<file path="src/rtl/spike_frame_driver.sv">
// Spike frame driver: buffers upstream frames, issues them one at a time to a LIF neuron,
// waits for its result under a timeout and hands the spike plus a fired-frame count downstream.
module spike_frame_driver #(
    parameter int S_WIDTH        = 8,
    parameter int FIFO_DEPTH     = 4,
    parameter int FIFO_AW        = 2,
    parameter int TIMEOUT_CYCLES = 64,
    parameter int TO_WIDTH       = 7,
    parameter int CNT_WIDTH      = 16
) (
    input  logic                 clk,
    input  logic                 rst,
    input  logic [S_WIDTH-1:0]   frame_in,
    input  logic                 frame_in_valid,
    output logic                 frame_in_ready,
    output logic                 nrn_start,
    output logic [S_WIDTH-1:0]   nrn_spikes,
    input  logic                 nrn_spike_out,
    input  logic                 nrn_valid,
    output logic                 res_valid,
    output logic                 res_spike,
    output logic [CNT_WIDTH-1:0] res_count,
    input  logic                 res_ready,
    output logic                 timeout_err,
    output logic                 busy
);

    typedef enum logic [1:0] {IDLE, ISSUE, WAIT, REPORT} state_t;

    localparam logic [FIFO_AW:0]   FULL_OCC     = (FIFO_AW + 1)'(FIFO_DEPTH);
    localparam logic [TO_WIDTH-1:0] TIMEOUT_LAST = TO_WIDTH'(TIMEOUT_CYCLES - 1);
    localparam logic [CNT_WIDTH-1:0] CNT_MAX     = '1;

    logic [S_WIDTH-1:0]   mem_q [FIFO_DEPTH];
    logic [FIFO_AW-1:0]   wr_ptr_q, wr_ptr_d;
    logic [FIFO_AW-1:0]   rd_ptr_q, rd_ptr_d;
    logic [FIFO_AW:0]     occ_q, occ_d;
    logic                 push, pop;

    state_t               state_q;
    logic [TO_WIDTH-1:0]  timer_q;
    logic [CNT_WIDTH-1:0] cnt_q;
    logic                 nrn_start_q;
    logic [S_WIDTH-1:0]   nrn_spikes_q;
    logic                 res_valid_q;
    logic                 res_spike_q;
    logic                 err_q;

    // Ready comes from registered occupancy, so a pop on a full FIFO cannot admit a push the same cycle.
    assign frame_in_ready = (occ_q != FULL_OCC);
    assign push           = frame_in_valid && frame_in_ready;
    assign pop            = (state_q == ISSUE);

    always_comb begin
        wr_ptr_d = wr_ptr_q;
        rd_ptr_d = rd_ptr_q;
        occ_d    = occ_q;
        if (push) begin
            wr_ptr_d = wr_ptr_q + 1'b1;
        end
        if (pop) begin
            rd_ptr_d = rd_ptr_q + 1'b1;
        end
        case ({push, pop})
            2'b10:   occ_d = occ_q + 1'b1;
            2'b01:   occ_d = occ_q - 1'b1;
            default: occ_d = occ_q;
        endcase
    end

    always_ff @(posedge clk) begin
        if (rst) begin
            wr_ptr_q <= '0;
            rd_ptr_q <= '0;
            occ_q    <= '0;
        end else begin
            wr_ptr_q <= wr_ptr_d;
            rd_ptr_q <= rd_ptr_d;
            occ_q    <= occ_d;
        end
    end

    // Frame storage carries no reset; occupancy alone decides what is valid.
    always_ff @(posedge clk) begin
        if (push) begin
            mem_q[wr_ptr_q] <= frame_in;
        end
    end

    always_ff @(posedge clk) begin
        if (rst) begin
            state_q      <= IDLE;
            timer_q      <= '0;
            cnt_q        <= '0;
            nrn_start_q  <= 1'b0;
            nrn_spikes_q <= '0;
            res_valid_q  <= 1'b0;
            res_spike_q  <= 1'b0;
            err_q        <= 1'b0;
        end else begin
            nrn_start_q <= 1'b0;
            case (state_q)
                IDLE: begin
                    if (occ_q != '0) begin
                        state_q      <= ISSUE;
                        nrn_start_q  <= 1'b1;
                        nrn_spikes_q <= mem_q[rd_ptr_q];
                    end
                end
                ISSUE: begin
                    timer_q <= '0;
                    state_q <= WAIT;
                end
                WAIT: begin
                    // A result on the last allowed cycle still beats the timeout.
                    if (nrn_valid) begin
                        res_spike_q <= nrn_spike_out;
                        if (nrn_spike_out && (cnt_q != CNT_MAX)) begin
                            cnt_q <= cnt_q + 1'b1;
                        end
                        res_valid_q <= 1'b1;
                        state_q     <= REPORT;
                    end else if (timer_q == TIMEOUT_LAST) begin
                        res_spike_q <= 1'b0;
                        err_q       <= 1'b1;
                        res_valid_q <= 1'b1;
                        state_q     <= REPORT;
                    end else begin
                        timer_q <= timer_q + 1'b1;
                    end
                end
                REPORT: begin
                    if (res_ready) begin
                        res_valid_q <= 1'b0;
                        state_q     <= IDLE;
                    end
                end
                default: state_q <= IDLE;
            endcase
        end
    end

    assign nrn_start   = nrn_start_q;
    assign nrn_spikes  = nrn_spikes_q;
    assign res_valid   = res_valid_q;
    assign res_spike   = res_spike_q;
    assign res_count   = cnt_q;
    assign timeout_err = err_q;
    assign busy        = (state_q != IDLE) || (occ_q != '0);

endmodule

</file>
<file path="config.mk">
export PLATFORM = sky130hd
export DESIGN_NAME = spike_frame_driver
export DESIGN_NICKNAME = d
export VERILOG_FILES = /design/src/rtl/spike_frame_driver.sv
export SDC_FILE = /design/constraint.sdc
export NUM_CORES = 1
export LEC_CHECK = 0
export CAP_MARGIN = 20
export CORE_UTILIZATION = 55
export CTS_CLUSTER_SIZE = 8
export DETAILED_ROUTE_END_ITERATION = 7
export PLACE_DENSITY = 0.81
export SLEW_MARGIN = 5
export SYNTH_ARGS = -nofsm -noshare
export SYNTH_HDL_FRONTEND = slang
export SYNTH_SLANG_ARGS = --single-unit
export TNS_END_PERCENT = 5
</file>
<file path="constraint.sdc">
create_clock -name clk -period 2.6 [get_ports clk]
set_input_delay 0.26 -clock clk [delete_from_list [all_inputs] [get_ports clk]]
set_output_delay 0.26 -clock clk [all_outputs]
set_load 0.05 [all_outputs]
</file>
==> results of run 1 <==
[routing by layer]
layer,up-vias,wire [um]
li1,1221,-
met1,1177,2880
met2,78,3250
met3,4,375
met4,0,38
met5,-,0
[metrics by stage]
step                      instances  power, mW  setup WS, ps
final                           432       3.70           170
after CTS                       432       3.73           167
after global routing            432       3.89          43.5
after detailed placement        416       2.77           188
after global placement          416       2.74           295
after floorplan                 303       2.42          50.2
[registers in the layout (all words and copies together), names as in the netlist, 2 cells and up]
signal,flops
mem_q,32
nrn_spikes,8
occ_q,3
rd_ptr_q,2
res_count,16
state_q,2
timer_q,7
wr_ptr_q,2
[cell usage after synthesis (3+ instances only)]
cell type / n
sky130_fd_sc_hd__dfxtp_1: 44
sky130_fd_sc_hd__nand2_1: 37
sky130_fd_sc_hd__edfxtp_1: 32
sky130_fd_sc_hd__a21oi_1: 28
sky130_fd_sc_hd__nor2_1: 15
sky130_fd_sc_hd__ha_1: 12
sky130_fd_sc_hd__inv_1: 12
sky130_fd_sc_hd__nand3_1: 12
sky130_fd_sc_hd__o21ai_0: 10
sky130_fd_sc_hd__clkbuf_1: 8
sky130_fd_sc_hd__mux4_2: 8
sky130_fd_sc_hd__or4_1: 7
sky130_fd_sc_hd__and3_1: 6
sky130_fd_sc_hd__o31ai_1: 5
sky130_fd_sc_hd__mux2i_1: 4
sky130_fd_sc_hd__nand2b_1: 4
sky130_fd_sc_hd__nand4_1: 4
sky130_fd_sc_hd__nor2b_1: 4
sky130_fd_sc_hd__nor3_1: 4
sky130_fd_sc_hd__and2_1: 3
sky130_fd_sc_hd__o2111ai_1: 3
sky130_fd_sc_hd__xor2_1: 3
[final cells by class]
type | count | area [um^2]
Fill cell | 447 | 1810
Clock buffer | 9 | 124
Inverter | 12 | 45.0
Clock inverter | 7 | 88.8
Timing Repair Buffer | 49 | 475
Multi-Input combinational cell | 204 | 1410
Sequential cell | 76 | 1840
Tap cell | 75 | 93.8
[worst min path at each step]
| stage | slack, ps | endpoint | from |
|---|---|---|---|
| after detailed placement | 450 | nrn_spikes[1]$_SDFFE_PP0P_ | nrn_spikes[1]$_SDFFE_PP0P_ |
| final | 460 | nrn_spikes[1]$_SDFFE_PP0P_ | nrn_spikes[1]$_SDFFE_PP0P_ |
| after global routing | 490 | nrn_spikes[0]$_SDFFE_PP0P_ | nrn_spikes[0]$_SDFFE_PP0P_ |
| after CTS | 470 | timer_q[6]$_SDFFE_PP0P_ | timer_q[6]$_SDFFE_PP0P_ |
| after floorplan | 360 | mem_q[0][0]$_DFFE_PP_ | frame_in[0] |
| after global placement | 440 | nrn_spikes[1]$_SDFFE_PP0P_ | nrn_spikes[1]$_SDFFE_PP0P_ |
[power groups by stage]
stage                     Combinational [mW]  Sequential, mW  Clock, mW
final                                   1.18            1.56      0.961
after global routing                    1.26            1.59       1.03
after CTS                               1.18            1.57      0.982
after detailed placement                1.18            1.59          0
after global placement                  1.16            1.58          0
after floorplan                        0.654            1.77          0
[kinds of logic (layout without fill, tap and decap cells)]
logic type | after synthesis | in the layout | share of synthesized area
flip-flops | 76 | 76 | 0.551
AO/OA/AOI/OAI | 61 | 61 | 0.113
multiplexers | 14 | 14 | 0.0727
AND/OR/NAND/NOR | 111 | 111 | 0.173
adder cells (fa/ha/maj) | 13 | 13 | 0.0509
XOR/XNOR | 5 | 5 | 0.0131
buffers and inverters | 23 | 77 | 0.0262
[worst register-to-register path, stage by stage, from the launching register on]
cell	delay (ps)
sky130_fd_sc_hd__dfxtp_1	350
sky130_fd_sc_hd__or3b_1	460
sky130_fd_sc_hd__and2_1	230
sky130_fd_sc_hd__inv_1	80
sky130_fd_sc_hd__ha_1	180
sky130_fd_sc_hd__inv_1	60
sky130_fd_sc_hd__fa_1	370
sky130_fd_sc_hd__xor2_1	180
sky130_fd_sc_hd__or3_1	310
sky130_fd_sc_hd__a21oi_1	150
==> results.yml, run 1 <==
run_status:
  outcome: "finished, final reports clean"
power:
  max-vdd-ir-drop_mv: 0.523
  share_seq_of_total_power: 0.422
  cellInternalPower_mw: 2.35
  cellLeakagePower_nw: 1.37
  combPwrFrac: 0.318
  switch_share: 0.365
  netSwitchingPower_mw: 1.35
  cellPowerDensity_nw_per_um2: 907
  share_of_total_power_in_the_clock_network: 0.260
synth:
  yosysWarningCount: 0
  synth_sequential_area_ratio: 0.551
  synth_enable_flop_cells: 32
  yosys_register_bits: 76
  leading_area_contributor_after_synthesis: "sky130_fd_sc_hd__edfxtp_1"
  synth_top_area_share: 0.288
  mappedNetlistArea_um2: 3340
  synth_area_leaders: "sky130_fd_sc_hd__edfxtp_1 (29%), sky130_fd_sc_hd__dfxtp_1 (26%), sky130_fd_sc_hd__mux4_2 (5.4%)"
  synthesis.instances: 303
  syn-num-nets: 330
  synthDistinctLibCells: 49
  asyncSetResetFlopFracSynth: 0
  synth_flop_cell: "sky130_fd_sc_hd__dfxtp_1"
  syn-mean-instance-area_um2: 11.0
routing:
  dr.pass1.iters: 5
  drt_iter0_markers: 167
  drt-vias-per-instance: 5.74
  ant_nets: 0
  wl_um: 6540
  detail_route.drc_violations: 0
  dr_total_vias: 2480
  drt-wirelength-per-cell_um: 15.1
cells_and_area:
  postLayoutCoreUtil: 0.693
  final_cell_area_um2: 4080
  final_net_count: 379
  final_common_cell: "sky130_fd_sc_hd__dfxtp_1"
  syn2layout_area_growth_pct: 22.1
  num_antenna_cells: 0
  post_route_cells_drive_above_1_share: 0.112
  layout.cells.most_common_list: "sky130_fd_sc_hd__dfxtp_1 (44), sky130_fd_sc_hd__clkdlybuf4s50_1 (43), sky130_fd_sc_hd__nand2_1 (37), sky130_fd_sc_hd__edfxtp_1 (32), sky130_fd_sc_hd__a21oi_1 (28)"
hold_path:
  number_of_stages_on_the_worst_hold_path: 2
  worst_min_delay_path_category: "reg2reg"
worst_setup_path:
  data_arrival_time_of_the_critical_path_ps: 2720
  startpoint_type: "register"
  worst_r2r_endpoint: "occ_q[2]$_SDFFE_PP0P_"
  worst_path_most_repeated_cell: "sky130_fd_sc_hd__inv_1"
  cp.depth: 9
  crit_path_start: "occ_q[0]$_SDFFE_PP0P_"
  critPathCapture: "occ_q[2]$_SDFFE_PP0P_"
  worst_setup_path_end_kind: "register"
  ff2ff_path_depth: 9
  path_class: "reg2reg"
  reg2reg_slack_ps: 170
  critical_path_buf_inv_count: 2
  critical_path.reg2reg.startpoint: "occ_q[0]$_SDFFE_PP0P_"
  critical-path-max-stage-delay_ps: 460
  crit_path_top_delay_cell: "sky130_fd_sc_hd__or3b_1"
  crit_path_max_fanout: 6
  required_time_at_the_worst_slack_endpoint_ps: 2890
  path_delay_family: "simple AND/OR/NAND/NOR gates"
  crit_chain: "or3b_1 -> and2_1 -> inv_1 -> ha_1 -> inv_1 -> fa_1 -> xor2_1 -> or3_1 -> a21oi_1"
clock_network:
  path_clk_slew_ps: 90
  post-cts-setup-buffer-count: 0
  cts_buffers: 9
  cts.path.max_buffers: 2
  htreeDepth: 3
  root_buffer: "sky130_fd_sc_hd__clkbuf_8"
  tritoncts: "done"
  clock_latency_late_sink_ps: 350
  post_cts.resized_instances: 0
  numClockSinks: 76
  cts-hold-fix-buffers: 0
global_route:
  grt_remaining_overflow: 0
  grt_antenna_before_repair: 0
  grt_most_used_layer: "met2"
  met3_usage: 0.0709
  grt.total_usage: 0.228
  grt_pass1_wl_um: 10900
  first_global_vias: 2365
  grt_util_met1: 0.275
  grt_start_max_net_pins: 25
  use_met2: 0.385
die:
  horizontal_extent_of_the_die_um: 79.9
  die_h_um: 79.9
  boundary_pin_count: 44
  placeable_core_region_um2: 5890
  rows: 28
  die_outline_area_um2: 6390
  start_util: 0.568
timing:
  finalCriticalPeriod_ps: 2430
  timing.final.hold_violations: 0
  setup_viol: 0
  accumulated_negative_setup_slack_ps: 0
  timing_max_transition_violations_final: 0
  fin_hold_ws_ps: 463
  max-slew-margin-rel: 0.561
  achievable-frequency_mhz: 412
  setup_repair_after_global_routing_missed_its_margin: "false"
  fin_skew_ps: 12.5
  tightest_slew_ps: 654
  final.period_utilization: 0.935
placement:
  dpl_cell_area_um2: 3870
  numPortBuffers: 43
  replace_congestion: 0.819
  detailed_place_hpwl_um: 4660
flow_run:
  max_cap_violations: 0
Note: power is estimated with default switching activity, not from simulation.
==> inputs of run 2 (changes only) <==
--- a/config.mk
+++ b/config.mk
@@ -9,7 +9,8 @@
 export CORE_UTILIZATION = 55
 export CTS_CLUSTER_SIZE = 8
 export DETAILED_ROUTE_END_ITERATION = 7
-export PLACE_DENSITY = 0.81
+export DONT_BUFFER_PORTS = 1
+export PLACE_DENSITY = 0.71
 export SLEW_MARGIN = 5
 export SYNTH_ARGS = -nofsm -noshare
 export SYNTH_HDL_FRONTEND = slang
==> results.yml, run 2 (same netlist as run 1, synthesis figures left out) <==
routing:
  ant_nets: 0
  detail_route.drc_violations: 0
  drt-vias-per-instance: 5.80
  drt-wirelength-per-cell_um: 15.6
  wl_um: 6500
  dr.pass1.iters: 4
  drt_iter0_markers: 65
  dr_total_vias: 2414
timing:
  setup_repair_after_global_routing_missed_its_margin: "false"
  accumulated_negative_setup_slack_ps: 0
  tightest_slew_ps: 649
  achievable-frequency_mhz: 427
  max-slew-margin-rel: 0.564
  setup_viol: 0
  fin_skew_ps: 10.9
  finalCriticalPeriod_ps: 2340
  timing_max_transition_violations_final: 0
  timing.final.hold_violations: 0
  final.period_utilization: 0.901
worst_setup_path:
  path_class: "reg2reg"
  path_delay_family: "simple AND/OR/NAND/NOR gates"
  worst_r2r_endpoint: "occ_q[2]$_SDFFE_PP0P_"
  critical_path_buf_inv_count: 2
  crit_chain: "or3b_1 -> and2_1 -> inv_1 -> ha_1 -> inv_1 -> fa_1 -> xor2_1 -> or3_1 -> a21oi_1"
  critical-path-max-stage-delay_ps: 390
  ff2ff_path_depth: 9
  critical_path.reg2reg.startpoint: "occ_q[0]$_SDFFE_PP0P_"
  worst_path_most_repeated_cell: "sky130_fd_sc_hd__inv_1"
  crit_path_max_fanout: 4
  crit_path_top_delay_cell: "sky130_fd_sc_hd__or3b_1"
  worst_setup_path_end_kind: "register"
  data_arrival_time_of_the_critical_path_ps: 2620
  startpoint_type: "register"
  reg2reg_slack_ps: 260
  required_time_at_the_worst_slack_endpoint_ps: 2880
power:
  total_power_mw: 3.46
  cellPowerDensity_nw_per_um2: 892
  cellLeakagePower_nw: 1.34
  max-vdd-ir-drop_mv: 0.685
cells_and_area:
  postLayoutCoreUtil: 0.659
  final_common_cell: "sky130_fd_sc_hd__dfxtp_1"
  reg_with_most_ffs: "mem_q"
  largest_reg_flops: 32
  syn2layout_area_growth_pct: 16.1
  final_cell_area_um2: 3880
  multi_input_comb_area_um2: 1410
  fillers: 466
  layout.cells.most_common_list: "sky130_fd_sc_hd__dfxtp_1 (44), sky130_fd_sc_hd__nand2_1 (37), sky130_fd_sc_hd__edfxtp_1 (32), sky130_fd_sc_hd__a21oi_1 (28), sky130_fd_sc_hd__buf_4 (21)"
  area.sequential_um2: 1840
  post_route_cells_drive_above_1_share: 0.158
  num_antenna_cells: 0
  final_net_count: 364
flow_run:
  max_cap_violations: 0
placement:
  detailed_place_hpwl_um: 4410
  numPortBuffers: 0
  replace_congestion: 0.788
  dpl_cell_area_um2: 3550
hold_path:
  worst_min_delay_path_category: "in2reg"
  number_of_stages_on_the_worst_hold_path: 1
  whs_endpoint: "timer_q[3]$_SDFFE_PP0P_"
  worstHoldStart: "rst"
die:
  rows: 28
  horizontal_extent_of_the_die_um: 79.9
  die_outline_area_um2: 6390
  placeable_core_region_um2: 5890
  start_util: 0.568
  boundary_pin_count: 44
  die_h_um: 79.9
clock_network:
  root_buffer: "sky130_fd_sc_hd__clkbuf_8"
  cts_buffers: 9
  cts.path.max_buffers: 2
  numClockSinks: 76
  path_clk_slew_ps: 80
  htreeDepth: 3
  post-cts-setup-buffer-count: 0
  tritoncts: "done"
  clock_latency_late_sink_ps: 340
global_route:
  grt_start_max_net_pins: 33
  first_global_vias: 2281
  grt_pass1_wl_um: 10500
  grt.total_usage: 0.221
  grt_antenna_before_repair: 0
  grt_remaining_overflow: 0
run_status:
  outcome: "finished, final reports clean"
==> run 2: final cells by class <==
type,instances,share of cell area
flip-flops and latches,76,0.475
multi-input cells,204,0.364
repair buffers,34,0.0768
clock buffers,9,0.0319
well taps,75,0.0242
clock inverters,6,0.0168
inverters,12,0.0116
==> run 2: what timing repair did <==
action | in CTS | in global routing
resized for setup | 0 | 0
hold buffers | 7 | 6
endpoints found under the hold margin | 47 | 17
==> run 2: worst register-to-register path, cell delays in order (launching register included) <==
cell and delay, ps:
sky130_fd_sc_hd__dfxtp_1 340, sky130_fd_sc_hd__or3b_1 390, sky130_fd_sc_hd__and2_1 200, sky130_fd_sc_hd__inv_1 80, sky130_fd_sc_hd__ha_1 190, sky130_fd_sc_hd__inv_1 60
sky130_fd_sc_hd__fa_1 390, sky130_fd_sc_hd__xor2_1 180, sky130_fd_sc_hd__or3_1 300, sky130_fd_sc_hd__a21oi_1 140
==> run 2: per-layer routing <==
layer / share of wire / global-route usage
met5: 0 / 0
met3: 0.071 / 0.0640
met2: 0.46 / 0.362
met4: 0.022 / 0.114
met1: 0.44 / 0.263
==> run 2: worst max path at each step <==
stage,startpoint,end,slack (ps),cells past startpoint
after global placement,occ_q[0]$_SDFFE_PP0P_,occ_q[2]$_SDFFE_PP0P_,350,9
after floorplan,occ_q[0]$_SDFFE_PP0P_,occ_q[2]$_SDFFE_PP0P_,50,9
final,occ_q[0]$_SDFFE_PP0P_,occ_q[2]$_SDFFE_PP0P_,260,9
after CTS,occ_q[0]$_SDFFE_PP0P_,occ_q[2]$_SDFFE_PP0P_,250,9
after global routing,occ_q[2]$_SDFFE_PP0P_,occ_q[2]$_SDFFE_PP0P_,110,9
after detailed placement,occ_q[0]$_SDFFE_PP0P_,occ_q[2]$_SDFFE_PP0P_,280,9
==> run 2: per-stage QoR <==
step           hold WS (ps)  std cells  setup WS [ps]
4_1_cts               0.522        410            252
3_3_place_gp            333        388            347
6_report               13.1        416            258
3_5_place_dp            336        388            282
5_1_grt                8.54        416            111
2_1_floorplan           359        303           50.2
==> run 2: power breakdown <==
group	internal, mW	switching (mW)
combinational	0.327	0.450
clock	0.438	0.435
sequential	1.42	0.389
